<file path="config.mk">
export PLATFORM = sky130hd
export DESIGN_NAME = debug_run_ctrl
export DESIGN_NICKNAME = d
export VERILOG_FILES = /design/src/rtl/debug_run_ctrl.sv
export SDC_FILE = /design/constraint.sdc
export NUM_CORES = 1
export LEC_CHECK = 0
export BUFFER_PORTS_ARGS = -buffer_cell sky130_fd_sc_hd__buf_2
export CAP_MARGIN = 40
export CORE_UTILIZATION = 30
export CTS_BUF_LIST = sky130_fd_sc_hd__clkbuf_16
export DETAILED_ROUTE_END_ITERATION = 7
export REMOVE_ABC_BUFFERS = 1
export SETUP_SLACK_MARGIN = 0.05
export SYNTH_ARGS = -nofsm -noshare
export SYNTH_HDL_FRONTEND = slang
export SYNTH_SLANG_ARGS = --single-unit
</file>
<file path="constraint.sdc">
create_clock -name clk -period 1.8 [get_ports clk]
set_input_delay 0.54 -clock clk [delete_from_list [all_inputs] [get_ports clk]]
set_output_delay 0.54 -clock clk [all_outputs]
set_load 0.01 [all_outputs]
</file>
<file path="src/rtl/debug_run_ctrl.sv">
// debug_run_ctrl: run/stop/single-step controller for the single-cycle RV32 core.
// core_en gates PC load, register-file write and data-memory write so the core
// advances exactly one instruction per enabled cycle.
//
// Optional feature macro: DBG_BREAKPOINT_EN (PC breakpoint with skip-once resume).
// When undefined, bp_hit is 0, skip_bp does not exist, BREAK is unreachable and
// bp_addr/bp_valid are ignored.
//
// Ports:
//   clk, rst      clock (rising edge), asynchronous active-high reset
//   run_req       pulse: free-run
//   stop_req      pulse: stop after the current instruction
//   step_req      pulse: execute step_count instructions (0 treated as 1)
//   step_count    instructions per step
//   pc            current PC (ProgramCounter Q)
//   core_halt     halt opcode decoded for the instruction at pc
//   bp_addr       breakpoint address
//   bp_valid      breakpoint armed
//   core_en       combinational commit enable for the current instruction
//   state         encoded state: IDLE=0 RUN=1 STEP=2 BREAK=3 HALT=4
//   stop_cause    00 step done/none, 01 user stop, 10 breakpoint, 11 halt
//   retired       count of cycles with core_en=1 (wraps)
module debug_run_ctrl #(
    parameter int unsigned PC_W   = 32,
    parameter int unsigned STEP_W = 8,
    parameter int unsigned RET_W  = 32
) (
    input  logic              clk,
    input  logic              rst,
    input  logic              run_req,
    input  logic              stop_req,
    input  logic              step_req,
    input  logic [STEP_W-1:0] step_count,
    input  logic [PC_W-1:0]   pc,
    input  logic              core_halt,
    input  logic [PC_W-1:0]   bp_addr,
    input  logic              bp_valid,
    output logic              core_en,
    output logic [2:0]        state,
    output logic [1:0]        stop_cause,
    output logic [RET_W-1:0]  retired
);

    typedef enum logic [2:0] {
        ST_IDLE  = 3'd0,
        ST_RUN   = 3'd1,
        ST_STEP  = 3'd2,
        ST_BREAK = 3'd3,
        ST_HALT  = 3'd4
    } state_t;

    localparam logic [1:0] CAUSE_NONE = 2'b00;
    localparam logic [1:0] CAUSE_USER = 2'b01;
    localparam logic [1:0] CAUSE_BP   = 2'b10;
    localparam logic [1:0] CAUSE_HALT = 2'b11;

    state_t            state_q, state_d;
    logic [STEP_W-1:0] step_left_q, step_left_d;
    logic [1:0]        cause_q, cause_d;
    logic [RET_W-1:0]  retired_q;
    logic [STEP_W-1:0] step_load;
    logic              bp_hit_c;
    logic              core_en_c;
    logic              set_skip;
    logic              clr_skip;

    // Breakpoint match; skip_bp lets the instruction at bp_addr run once on resume.
`ifdef DBG_BREAKPOINT_EN
    logic skip_bp_q;

    assign bp_hit_c = bp_valid & (pc == bp_addr) & ~skip_bp_q;

    always_ff @(posedge clk or posedge rst) begin
        if (rst)           skip_bp_q <= 1'b0;
        else if (set_skip) skip_bp_q <= 1'b1;
        else if (clr_skip) skip_bp_q <= 1'b0;
    end
`else
    logic unused_bp;

    assign bp_hit_c  = 1'b0;
    assign unused_bp = ^{bp_valid, bp_addr, set_skip, clr_skip};
`endif

    assign step_load = (step_count == '0) ? STEP_W'(1) : step_count;

    // Same-cycle gating: a breakpointed or halting instruction never commits.
    assign core_en_c = ((state_q == ST_RUN) || (state_q == ST_STEP)) & ~core_halt & ~bp_hit_c;

    // State register and status counters.
    always_ff @(posedge clk or posedge rst) begin
        if (rst) begin
            state_q     <= ST_IDLE;
            step_left_q <= '0;
            cause_q     <= CAUSE_NONE;
            retired_q   <= '0;
        end else begin
            state_q     <= state_d;
            step_left_q <= step_left_d;
            cause_q     <= cause_d;
            if (core_en_c) retired_q <= retired_q + RET_W'(1);
        end
    end

    // Next-state logic; exits from RUN/STEP: halt > breakpoint > stop > step done.
    always_comb begin
        state_d     = state_q;
        step_left_d = step_left_q;
        cause_d     = cause_q;
        set_skip    = 1'b0;
        clr_skip    = 1'b0;
        case (state_q)
            ST_IDLE: begin
                if (run_req) begin
                    state_d = ST_RUN;
                    cause_d = CAUSE_NONE;
                end else if (step_req) begin
                    state_d     = ST_STEP;
                    step_left_d = step_load;
                    cause_d     = CAUSE_NONE;
                end
            end
            ST_RUN, ST_STEP: begin
                if (core_halt) begin
                    state_d  = ST_HALT;
                    cause_d  = CAUSE_HALT;
                    clr_skip = 1'b1;
                end else if (bp_hit_c) begin
                    state_d  = ST_BREAK;
                    cause_d  = CAUSE_BP;
                    clr_skip = 1'b1;
                end else if (stop_req) begin
                    state_d  = ST_IDLE;
                    cause_d  = CAUSE_USER;
                    clr_skip = 1'b1;
                end else begin
                    // core_en is necessarily 1 here.
                    clr_skip = 1'b1;
                    if (state_q == ST_STEP) begin
                        step_left_d = step_left_q - STEP_W'(1);
                        if (step_left_q <= STEP_W'(1)) begin
                            state_d = ST_IDLE;
                            cause_d = CAUSE_NONE;
                        end
                    end
                end
            end
`ifdef DBG_BREAKPOINT_EN
            ST_BREAK: begin
                if (run_req) begin
                    state_d  = ST_RUN;
                    set_skip = 1'b1;
                end else if (step_req) begin
                    state_d     = ST_STEP;
                    step_left_d = step_load;
                    set_skip    = 1'b1;
                end
            end
`endif
            ST_HALT: begin
                state_d = ST_HALT;
            end
            default: begin
                state_d  = ST_IDLE;
                clr_skip = 1'b1;
            end
        endcase
    end

    assign core_en    = core_en_c;
    assign state      = 3'(state_q);
    assign stop_cause = cause_q;
    assign retired    = retired_q;

endmodule

</file>
==> reports/results.tsv <==
stage	metric	value	unit
die	fp-row-count	32	
logic_synthesis	syn_area	2450	um^2
logic_synthesis	synth.largest_area_cell	dfrtp_1	
timing	setup_ws	0.0616	ns
logic_synthesis	seq_area_frac_synth	46.0	%
logic_synthesis	async_flop_share	100	%
power	p_per_area	1260	nW/um^2
critical_path	path_max_fanout	3	
detailed_routing	drtPass1Iterations	4	
die	die_height	92.3	um
logic_synthesis	ys_top_cells_by_area	dfrtp_1, xnor2_1, nand4_1	
cells_and_area	final_nets	400	
timing	relSlewSlack	71.8	%
timing	post-route-period-util	96.6	%
detailed_routing	wirelength	5930	um
cells_and_area	final_layout_size_suffix_gt1_share	36.1	%
global_routing	antenna_found_initial	0	
global_routing	gr-total-overflow	0	
power	p_leak	1.57	nW
timing	worst_clock_skew	0.00495	ns
global_routing	grt_max_degree	46	
die	ios	117	
timing	setup_viol	0	
clocking	cts_max_level	2	
detailed_routing	drc_errors	0	
detailed_routing	drt_iter0_markers	73	
cells_and_area	antennaDiodeCount	0	
logic_synthesis	synth-edff-count	0	
outcome	outcome	finished clean	
clocking	clk_latency	0.28	ns
logic_synthesis	ys.flop_type	dfrtp_1	
detailed_routing	detail_route.wl_per_cell	14.1	um
timing	worstMarginPinSlew	0.420	ns
placed_design	place_ws	-0.0729	ns
clocking	clockRootBuffer	clkbuf_16	
global_routing	track_usage	14.6	%
die	start_util	31.3	%
logic_synthesis	ys_types	50	
clocking	clk_pin_slew_worst_paths	0.06	ns
clocking	cts.sinks	45	
timing	rsz0062_at_grt	yes	
die	die_x	92.3	um
detailed_routing	ant_nets	0	
global_routing	grt_pass1_wl	10000	um
critical_path	worst_setup_path_start_kind	register	
placed_design	hpwlAfterDp	4200	um
critical_path	required	1.26	ns
logic_synthesis	synth_most_common_cell	dfrtp_1	
clocking	cts_tree	built	
logic_synthesis	synthCells	227	
logic_synthesis	synth_top_area_share	46.0	%
placed_design	io_buffers	51	
global_routing	first_global_vias	2014	
clocking	clockBufferDepth	2	
critical_path	cp-end-kind	output port	
timing	hold_viol	0	
placed_design	finalWeightedCongestion	0.844	
logic_synthesis	ys_ff_latch	45	
cells_and_area	fillers	785	
job	cap_violations	0	
detailed_routing	num_vias	2056	
detailed_routing	vias_per_cell	4.88	
die	core_area	7810	um^2
critical_path	cp.arrival	1.20	ns
timing	fin_crit	1.74	ns
logic_synthesis	yosys_warnings	0	
critical_path	critical_path_class	reg -> out	
cells_and_area	syn_to_final_growth	35.7	%
timing	drv_slew	0	
timing	whs	0.290	ns
die	dieArea	8520	um^2
hold_path	min_path_type	in -> async	
clocking	cts_buffers	5	
power	vdd.ir_drop.worst	656	uV
timing	clock.fmax	575	MHz
logic_synthesis	netlist_top_cells_count	dfrtp_1, xnor2_1, nand4_1	
logic_synthesis	syn_avg_cell_area	10.8	um^2
==> layout make-up <==
cell class                      instances  area, um^2  area share [%]
Sequential cell                        45        1130            34.1
Tap cell                              102         128            3.85
Inverter                                7        26.3           0.792
Clock buffer                            5         125            3.77
Timing Repair Buffer                   91         627            18.9
Multi-Input combinational cell        168        1260            38.0
Clock inverter                          3        18.8           0.566
==> cells in the final DEF (no fill, tap or decap), types with 7 or more instances in the layout <==
cell type | netlist | layout
xnor2_1 | 26 | 26
buf_2 | 4 | 52
and3_1 | 8 | 8
inv_1 | 7 | 7
nor3_1 | 8 | 8
nor2_1 | 10 | 10
nand2_1 | 10 | 10
dfrtp_1 | 45 | 41
nand3_1 | 12 | 12
buf_4 | 1 | 32
nand4_1 | 19 | 19
==> metal layers <==
layer | up-vias | GRT usage (%) | part of all wire, %
li1 | 1027 | - | -
met3 | 2 | 2.55 | 3.1
met4 | 0 | 2.34 | 0.29
met5 | - | 0 | 0
met1 | 989 | 20.5 | 49
met2 | 38 | 23.9 | 47
==> registers in the layout, summed over array words and instances (netlist names) <==
| name | cells |
|---|---|
| retired | 32 |
| step_left_q | 8 |
| state | 3 |
| stop_cause | 2 |
==> cell families after synthesis <==
family / share of synthesized area (%)
buf+inv: 2.81
xor+xnor: 12.2
mux: 2.56
simple gates: 24.9
fa+ha+maj: 1.53
compound gates: 9.98
flops: 46.0
==> per-stage QoR <==
stage	instance area [um^2]	TNS (ns)	cells	total power, W	util (%)
3_3_place_gp	3070	-0.279	406	0.00306	39.3
6_report	3320	0	421	0.00417	42.5
2_1_floorplan	2400	-0.413	220	0.00232	-
3_5_place_dp	3070	-0.443	406	0.00307	39.3
4_1_cts	3290	0	418	0.00414	42.1
5_1_grt	3320	0	421	0.00443	42.5
==> power breakdown <==
group	internal, W	switching (W)
Combinational	0.000977	0.000890
Sequential	0.00121	0.000206
Clock	0.000509	0.000384
Total	0.00269	0.00148
==> critical path: stages (launching register included) <==
cell	delay, ns
dfrtp_2	0.44
xnor2_4	0.18
nor3_4	0.14
buf_2	0.15
==> final timing paths <==
path / from / cells past startpoint / slack (ns) / endpoint
worst min register to register: retired[31] / 1 / 0.47 / retired[31]
max in group asynchronous: rst / 3 / 1.28 / step_left_q[0]
worst max register to register: state[1] / 7 / 0.09 / retired[28]
worst min-delay path: rst / 3 / 0.29 / retired[30]
worst max-delay path: state[1] / 3 / 0.06 / core_en
min in group clk: retired[31] / 1 / 0.47 / retired[31]
==> timing repair <==
item                                    in CTS  in global routing
buffers inserted                             3                  2
endpoints found under the setup margin       1                 19
gates cloned                                 1                  1
pin swaps                                    2                  6
resized for setup                            5                  5
hold buffers                                 0                  0
(Power assumes the default switching activity.)
